### src/rtl/alu_load_sequencer_pkg.sv
// Shared definitions for the ALU test datapath load sequencer.
// Contents:
//   seq_state_t         - load sequencer state encoding (LOAD_A..SHOW)
//   DEFAULT_N_SW        - default switch bus width
//   DEFAULT_N_OP        - default opcode width
//   DEFAULT_N_OPERANDS  - default operand width
package alu_test_pkg;

   typedef enum logic [1:0] {
      LOAD_A  = 2'd0,
      LOAD_B  = 2'd1,
      LOAD_OP = 2'd2,
      SHOW    = 2'd3
   } seq_state_t;

   localparam int DEFAULT_N_SW       = 16;
   localparam int DEFAULT_N_OP       = 6;
   localparam int DEFAULT_N_OPERANDS = 4;

endpackage

### src/rtl/alu_load_sequencer_button_debouncer.sv
// button_debouncer: turns a raw asynchronous button into a single-cycle
// press pulse.  Chain: 2-flop synchronizer -> stable-sample register ->
// debounced level -> rising-edge detect.
// Build option: ALU_SEQ_DEBOUNCE_EN
//   defined   - debounced level flips only after DB_CYCLES consecutive
//               cycles of disagreement with the sampled level
//   undefined - debounced level is the sampled synchronizer output, no counter
// Ports:
//   clk    - system clock, rising edge
//   rst_n  - asynchronous active-low reset
//   button - raw button level
//   press  - one-cycle pulse on each debounced rising edge
module button_debouncer #(
   parameter int DB_CYCLES = 1000000
) (
   input  logic clk,
   input  logic rst_n,
   input  logic button,
   output logic press
);

   generate
      if (DB_CYCLES < 2) begin : g_bad_db
         $error("button_debouncer: DB_CYCLES must be >= 2");
      end
   endgenerate

   logic sync1_reg;
   logic sync2_reg;
   logic sample_reg;
   logic db_level;
   logic db_prev_reg;

   always_ff @(posedge clk or negedge rst_n) begin
      if (!rst_n) begin
         sync1_reg   <= 1'b0;
         sync2_reg   <= 1'b0;
         sample_reg  <= 1'b0;
         db_prev_reg <= 1'b0;
      end else begin
         sync1_reg   <= button;
         sync2_reg   <= sync1_reg;
         sample_reg  <= sync2_reg;
         db_prev_reg <= db_level;
      end
   end

`ifdef ALU_SEQ_DEBOUNCE_EN
   localparam int CNT_W = $clog2(DB_CYCLES);

   logic [CNT_W-1:0] cnt_reg;
   logic             db_reg;

   // The counter never wraps: reaching the terminal count flips the level,
   // after which the levels agree again and the counter is cleared.
   always_ff @(posedge clk or negedge rst_n) begin
      if (!rst_n) begin
         cnt_reg <= '0;
         db_reg  <= 1'b0;
      end else if (sample_reg == db_reg) begin
         cnt_reg <= '0;
      end else if (cnt_reg == CNT_W'(DB_CYCLES - 1)) begin
         db_reg  <= sample_reg;
         cnt_reg <= '0;
      end else begin
         cnt_reg <= cnt_reg + 1'b1;
      end
   end

   assign db_level = db_reg;
`else
   assign db_level = sample_reg;
`endif

   // Rising edge only: holding gives one pulse, release gives none.
   assign press = db_level & ~db_prev_reg;

endmodule

### src/rtl/alu_load_sequencer.sv
// alu_load_sequencer: single "next" button steps through loading operand A,
// operand B and the opcode from the switches, then a result-display state.
// A "clear" button zeroes all stored values and returns to LOAD_A.
// Build option: ALU_SEQ_DEBOUNCE_EN (enables the button debounce counters).
// Ports:
//   i_clock, i_reset_n       - clock, asynchronous active-low reset
//   i_sw                     - switches: A=[NA-1:0], B=[2NA-1:NA], Op above B
//   i_button_next            - raw button: latch current field and advance
//   i_button_clear           - raw button: clear everything
//   o_alu_A, o_alu_B, o_alu_Op - stored operands and opcode
//   o_state                  - state code (LOAD_A=0 .. SHOW=3)
//   o_result_valid           - high while in SHOW
module alu_load_sequencer
   import alu_test_pkg::*;
#(
   parameter int N_SW       = DEFAULT_N_SW,
   parameter int N_OP       = DEFAULT_N_OP,
   parameter int N_OPERANDS = DEFAULT_N_OPERANDS,
   parameter int DB_CYCLES  = 1000000
) (
   input  logic                  i_clock,
   input  logic                  i_reset_n,
   input  logic [N_SW-1:0]       i_sw,
   input  logic                  i_button_next,
   input  logic                  i_button_clear,
   output logic [N_OPERANDS-1:0] o_alu_A,
   output logic [N_OPERANDS-1:0] o_alu_B,
   output logic [N_OP-1:0]       o_alu_Op,
   output logic [1:0]            o_state,
   output logic                  o_result_valid
);

   localparam int FIELD_W = 2 * N_OPERANDS + N_OP;

   generate
      if (N_SW < FIELD_W) begin : g_bad_width
         $error("alu_load_sequencer: N_SW must be >= 2*N_OPERANDS+N_OP");
      end else if (N_SW > FIELD_W) begin : g_spare_sw
         // Switches above the opcode field are not used.
         logic unused_sw;
         assign unused_sw = ^i_sw[N_SW-1:FIELD_W];
      end
   endgenerate

   logic press_next;
   logic press_clear;

   button_debouncer #(.DB_CYCLES(DB_CYCLES)) u_db_next (
      .clk    (i_clock),
      .rst_n  (i_reset_n),
      .button (i_button_next),
      .press  (press_next)
   );

   button_debouncer #(.DB_CYCLES(DB_CYCLES)) u_db_clear (
      .clk    (i_clock),
      .rst_n  (i_reset_n),
      .button (i_button_clear),
      .press  (press_clear)
   );

   // Switches are treated as static, so they are sampled directly.
   logic [N_OPERANDS-1:0] sw_a;
   logic [N_OPERANDS-1:0] sw_b;
   logic [N_OP-1:0]       sw_op;

   assign sw_a  = i_sw[N_OPERANDS-1:0];
   assign sw_b  = i_sw[2*N_OPERANDS-1:N_OPERANDS];
   assign sw_op = i_sw[FIELD_W-1:2*N_OPERANDS];

   seq_state_t            state_reg;
   logic [N_OPERANDS-1:0] a_reg;
   logic [N_OPERANDS-1:0] b_reg;
   logic [N_OP-1:0]       op_reg;
   logic                  valid_reg;

   // Clear has priority over next when both pulse in the same cycle.
   always_ff @(posedge i_clock or negedge i_reset_n) begin
      if (!i_reset_n) begin
         state_reg <= LOAD_A;
         a_reg     <= '0;
         b_reg     <= '0;
         op_reg    <= '0;
         valid_reg <= 1'b0;
      end else if (press_clear) begin
         state_reg <= LOAD_A;
         a_reg     <= '0;
         b_reg     <= '0;
         op_reg    <= '0;
         valid_reg <= 1'b0;
      end else if (press_next) begin
         case (state_reg)
            LOAD_A: begin
               a_reg     <= sw_a;
               state_reg <= LOAD_B;
            end
            LOAD_B: begin
               b_reg     <= sw_b;
               state_reg <= LOAD_OP;
            end
            LOAD_OP: begin
               op_reg    <= sw_op;
               state_reg <= SHOW;
               valid_reg <= 1'b1;
            end
            SHOW: begin
               state_reg <= LOAD_A;
               valid_reg <= 1'b0;
            end
         endcase
      end
   end

   assign o_alu_A        = a_reg;
   assign o_alu_B        = b_reg;
   assign o_alu_Op       = op_reg;
   assign o_state        = state_reg;
   assign o_result_valid = valid_reg;

endmodule

### config.mk
export PLATFORM = sky130hd
export DESIGN_NAME = alu_load_sequencer
export DESIGN_NICKNAME = d
export VERILOG_FILES = /design/src/rtl/alu_load_sequencer_pkg.sv /design/src/rtl/alu_load_sequencer_button_debouncer.sv /design/src/rtl/alu_load_sequencer.sv
export SDC_FILE = /design/constraint.sdc
export NUM_CORES = 1
export LEC_CHECK = 0
export BUFFER_PORTS_ARGS = -buffer_cell sky130_fd_sc_hd__clkbuf_2
export CORE_MARGIN = 1.5
export CORE_UTILIZATION = 55
export CTS_BUF_LIST = sky130_fd_sc_hd__clkbuf_4 sky130_fd_sc_hd__clkbuf_8
export DETAILED_ROUTE_END_ITERATION = 10
export PLACE_DENSITY = 0.83
export SYNTH_ARGS = -nofsm -noshare
export SYNTH_HDL_FRONTEND = slang
export SYNTH_HIERARCHICAL = 1
export SYNTH_SLANG_ARGS = --single-unit
### constraint.sdc
create_clock -name i_clock -period 2.5 [get_ports i_clock]
set_input_delay 0.75 -clock i_clock [delete_from_list [all_inputs] [get_ports i_clock]]
set_output_delay 0.75 -clock i_clock [all_outputs]
set_load 0.1 [all_outputs]
; Word-level counts from Yosys, hierarchy flattened
; Cells that the tools add are included.
[word_totals]
romBits = 0
regBits = 25
wordCells = 45
output_inout_bits = 17
latch_bits = 0
ramBits = 0
in_bits = 20
mem_count = 0
[classes]
n_lt_le_gt_ge = 0
muxes = 15
div_mod_pow = 0
n_bitwise = 4
mul = 0
reduce_logical = 10
shift = 0
eq_ne = 3
addsub = 0
[ops]
columns = cell, n
row1 = 4-bit two-way mux, 6
row2 = 6-bit two-way mux, 3
row3 = 2-bit case mux with 4 select lines, 1
row4 = 2-bit AND reduction, 4
row5 = 2-bit nonzero test, 4
row6 = "2-bit equality test, second input constant", 2
row7 = 2-bit two-way mux, 2
row8 = 3-bit nonzero test, 1
row9 = 1-bit bitwise AND, 2
row10 = "2-bit by 1-bit equality test with 1-bit output, second input constant", 1
row11 = 2-bit zero test, 1
row12 = 1-bit two-way mux, 2
row13 = 1-bit NOT, 2
row14 = 1-bit case mux with 2 select lines, 1

; Logic depth before layout (Yosys ltp)
[depth]
word_depth = 4
ltp_mapped = 5
ltp_nobuf = 4

; By module
; The synthesis kept the hierarchy.
[by_module_without_submodules]
columns = mod, seq_area_each_um2, instances, cells_per_inst, area_each_um2
row1 = alu_load_sequencer, 425.4, 1, 82, 912.1
row2 = button_debouncer, 100.1, 2, 5, 113.9

; Worst setup path after synthesis
; No wires, ideal clock.
[synth_timing]
path_kind = register to register
startpoint = register state_reg[0], in the netlist o_state[0]
endpoint = register op_reg[1], in the netlist o_alu_Op[1]
t_arrival_ns = 1.820
path_buffers = 1
slack_ns = 0.607
required_time_ns = 2.427
setup_ns = 0.073
path_stages_with_launch = 6
synth_period_minus_slack_ns = 1.893
path_cell_list = dfrtp_1 -> inv_1 -> ha_1 -> buf_6 -> a21bo_1 -> a21oi_2
[synth_via]
elab_chain_len = 3
[synth_lines]
columns = item, line_no
row1 = start: declaration, alu_load_sequencer.sv:71  ; seq_state_t state_reg;
row2 = start signal: assignment, alu_load_sequencer.sv:80  ; state_reg <= LOAD_A;
row3 = start signal: assignment, alu_load_sequencer.sv:86  ; state_reg <= LOAD_A;
row4 = start signal: assignment, alu_load_sequencer.sv:95  ; state_reg <= LOAD_B;
row5 = 2-bit equality test, alu_load_sequencer.sv:92  ; case (state_reg)
row6 = 2-bit nonzero test (no line), --
row7 = 2-bit AND reduction (no line), --
row8 = end signal: assignment, alu_load_sequencer.sv:102  ; op_reg <= sw_op;
row9 = end: declaration, alu_load_sequencer.sv:74  ; logic [N_OP-1:0] op_reg;
; No other way between the ends.
; A chain may end at the register's enable or synchronous reset.

; Final worst setup path
[layout_timing]
startpoint = register state_reg[1], in the netlist o_state[1]
endpoint = output port o_state[1]
[layout_lines]
columns = item, line_no
row1 = end: declaration, alu_load_sequencer.sv:29  ; output logic [1:0] o_state,
; No word-level cell between the ends.

==> flow_summary.json <==
{
  "worstSetupPathType": "register to primary output",
  "hold_end": "u_db_clear/sync2_reg$_DFF_PN0_",
  "antennaDiodeCount": 0,
  "synthCells": 92,
  "layout_setup_ws_ns": 0.500,
  "place_congestion": 0.713,
  "drc": 0,
  "setup_viol": 0,
  "synth_warnings": 6,
  "wirelength_um": 2100,
  "crit_path_top_delay_cell": "clkbuf_2",
  "portBuffers": 34,
  "crit_path_max_fanout": 5,
  "reg2reg_to": "o_result_valid$_DFFE_PN0P_",
  "drv_cap": 0,
  "period_share_pct": 80.0,
  "vias": 792,
  "p_sw_mw": 0.495,
  "dr.pass1.iters": 4,
  "nets": 146,
  "grt_pass1_vias": 731,
  "final-seq-area_um2": 626,
  "numCtsBuffers": 3,
  "cp.required_ns": 1.75,
  "clkSinkCount": 25,
  "core-area_um2": 1960,
  "cp-start-kind": "register",
  "drive_gt1_share_pct": 42.1,
  "htreeDepth": 1,
  "detailed_place.area_um2": 1270,
  "worstHoldPathType": "register to register",
  "timing.slew.headroom_pct": 52.2,
  "reg2reg_from": "u_db_next/db_level$_DFF_PN0_",
  "io_pins": 37,
  "tns_ns": 0,
  "wl_per_cell_um": 14.2,
  "yosysUniqueCellTypes": 18,
  "cts_resized": 0,
  "largest_reg_flops": 6,
  "min_from": "u_db_clear/sync1_reg$_DFF_PN0_",
  "holdPathStages": 0,
  "start_util_pct": 58.1,
  "grt_setup_unrepaired": "false",
  "p_seq_share_pct": 43.1,
  "finalCriticalPeriod_ns": 2.00,
  "leakagePower_nw": 0.644,
  "final_area_um2": 1300,
  "first_iter_violations": 7,
  "power_frac_clock_pct": 17.0,
  "intPower_mw": 0.592,
  "post_cts_buffers": 0,
  "crit_chain": "clkbuf_2",
  "drv_slew": 0,
  "antenna_found_initial": 0,
  "crit_buf_inv": 1,
  "swShare_pct": 45.5,
  "syn_avg_cell_area_um2": 12.4,
  "final_cells": 148,
  "synth-seq-cells": 25,
  "syn_nets": 116,
  "placementRows": 16,
  "critPathTopFamily": "buffers and inverters",
  "post-dp-hpwl_um": 1350,
  "ctsRootBufferMaster": "clkbuf_4",
  "tightest_slew_ns": 0.715,
  "yosysSeqAreaShare_pct": 54.9,
  "n_fill_cell": 163,
  "reg2reg_setup_slack_ns": 1.00,
  "clk_pin_slew_ns": 0.14,
  "die_x_um": 48.5,
  "status": "completed",
  "grt_pass1_wl_um": 3390,
  "slowest_delay_ns": 0.48,
  "end_kind": "primary output",
  "dp_cells": 144,
  "pre_cts_slack_ns": 0.871,
  "clockBufferDepth": 2,
  "area_growth_pct": 14.3,
  "ctsHoldBuffers": 0,
  "syn_area_um2": 1140,
  "r2r_cells": 3,
  "p_comb_share_pct": 39.9,
  "power_mw": 1.09,
  "avgViaCountPerCell": 5.35,
  "peakVddDrop_v": 0.000460,
  "fmax_mhz": 500,
  "ant_nets": 0,
  "hold_viol": 0,
  "arrival_ns": 1.25,
  "die_area_um2": 2350,
  "grt_start_max_net_pins": 34,
  "clk_latency_ns": 0.32,
  "cts_tree": "built",
  "p_per_area_nw_per_um2": 834,
  "die_h_um": 48.5,
  "clock_skew_ns": 0.00908,
  "grt.overflow.total": 0,
  "track_usage_pct": 18.5,
  "multi_input_area_um2": 432
}
synthesized netlist by cell type:
| cell | count | area share [%] |
|---|---|---|
| a21bo_1 | 11 | 9.7 |
| a21bo_2 | 3 | 2.6 |
| buf_2 | 3 | 1.3 |
| buf_6 | 4 | 4.0 |
| inv_1 | 3 | 0.99 |
| ha_1 | 4 | 4.4 |
| nand3_1 | 14 | 6.1 |
| a211oi_1 | 1 | 0.66 |
| nor2b_4 | 2 | 2.4 |
| a221oi_2 | 1 | 1.3 |
| nor2_1 | 3 | 0.99 |
| nand2_1 | 1 | 0.33 |
| buf_4 | 1 | 0.66 |
| a21oi_2 | 7 | 5.4 |
| a21oi_1 | 7 | 3.1 |
| mux2i_1 | 1 | 0.88 |
| dfrtp_1 | 25 | 55 |
| clkbuf_1 | 1 | 0.33 |
per-stage QoR:
stage / hold slack (ns) / util [%]
floorplan: 0.331 / -
global placement: 0.334 / 64.9
detailed placement: 0.336 / 64.9
CTS: 0.367 / 66.4
global route: 0.380 / 66.4
finish: 0.365 / 66.4
area by class of cell:
cell class / count / share of cell area, %
flip-flops and latches: 25 / 48.0
multi-input cells: 55 / 33.1
well taps: 27 / 2.59
inverters: 3 / 0.865
repair buffers: 34 / 13.1
clock inverters: 1 / 0.576
clock buffers: 3 / 1.73
logic make-up (layout without fill, tap and decap cells):
group / after synthesis / after routing / share of synthesized area [%]
AOI/OAI and AO/OA: 30 / 30 / 22.7
muxes: 1 / 1 / 0.878
buffers and inverters: 12 / 41 / 7.24
DFF: 25 / 25 / 54.9
adders and majority gates: 4 / 4 / 4.39
and+or+nand+nor: 20 / 20 / 9.88
worst max-delay path by stage:
| stage | depth (start not counted) | slack (ns) | end | startpoint |
|---|---|---|---|---|
| 3_5_place_dp | 1 | 0.87 | o_state[0] | o_state[0]$_DFFE_PN0P_ |
| 2_1_floorplan | 5 | 0.61 | o_alu_Op[1]$_DFFE_PN0P_ | o_state[0]$_DFFE_PN0P_ |
| 6_report | 1 | 0.50 | o_state[1] | o_state[1]$_DFFE_PN0P_ |
| 4_1_cts | 1 | 0.50 | o_state[1] | o_state[1]$_DFFE_PN0P_ |
| 3_3_place_gp | 1 | 0.87 | o_state[0] | o_state[0]$_DFFE_PN0P_ |
| 5_1_grt | 1 | 0.44 | o_state[1] | o_state[1]$_DFFE_PN0P_ |
placed cells by master (no fill, tap or decap):
| cell type | netlist | final |
|---|---|---|
| dfrtp_1 | 25 | 25 |
| clkbuf_2 | 0 | 34 |
| inv_1 | 3 | 3 |
| nand2_1 | 1 | 1 |
| nand3_1 | 14 | 14 |
| nor2_1 | 3 | 3 |
| nor2b_4 | 2 | 2 |
| ha_1 | 4 | 4 |
| clkinvlp_4 | 0 | 1 |
| mux2i_1 | 1 | 1 |
| a21bo_1 | 11 | 11 |
| a211oi_1 | 1 | 1 |
| a21oi_2 | 7 | 7 |
| a21oi_1 | 7 | 7 |
| clkbuf_4 | 0 | 3 |
| a21bo_2 | 3 | 3 |
| a221oi_2 | 1 | 1 |
layer usage:
metal	GRT usage (%)	vias up	share of wire [%]	wire, um
li1	-	373	-	-
met1	26.2	384	45	933
met2	29.9	31	49	1030
met3	2.78	4	5.5	115
met4	5.71	0	0.81	17
met5	0	-	0	0
power groups by stage:
stage	sequential (mW)	clock, mW	combinational (mW)
after floorplan	0.711	0	0.128
after global placement	0.472	0	0.424
after detailed placement	0.475	0	0.434
after CTS	0.468	0.185	0.436
after global routing	0.474	0.200	0.455
final	0.468	0.185	0.434
No activity file was read; power rests on OpenSTA's default activity.
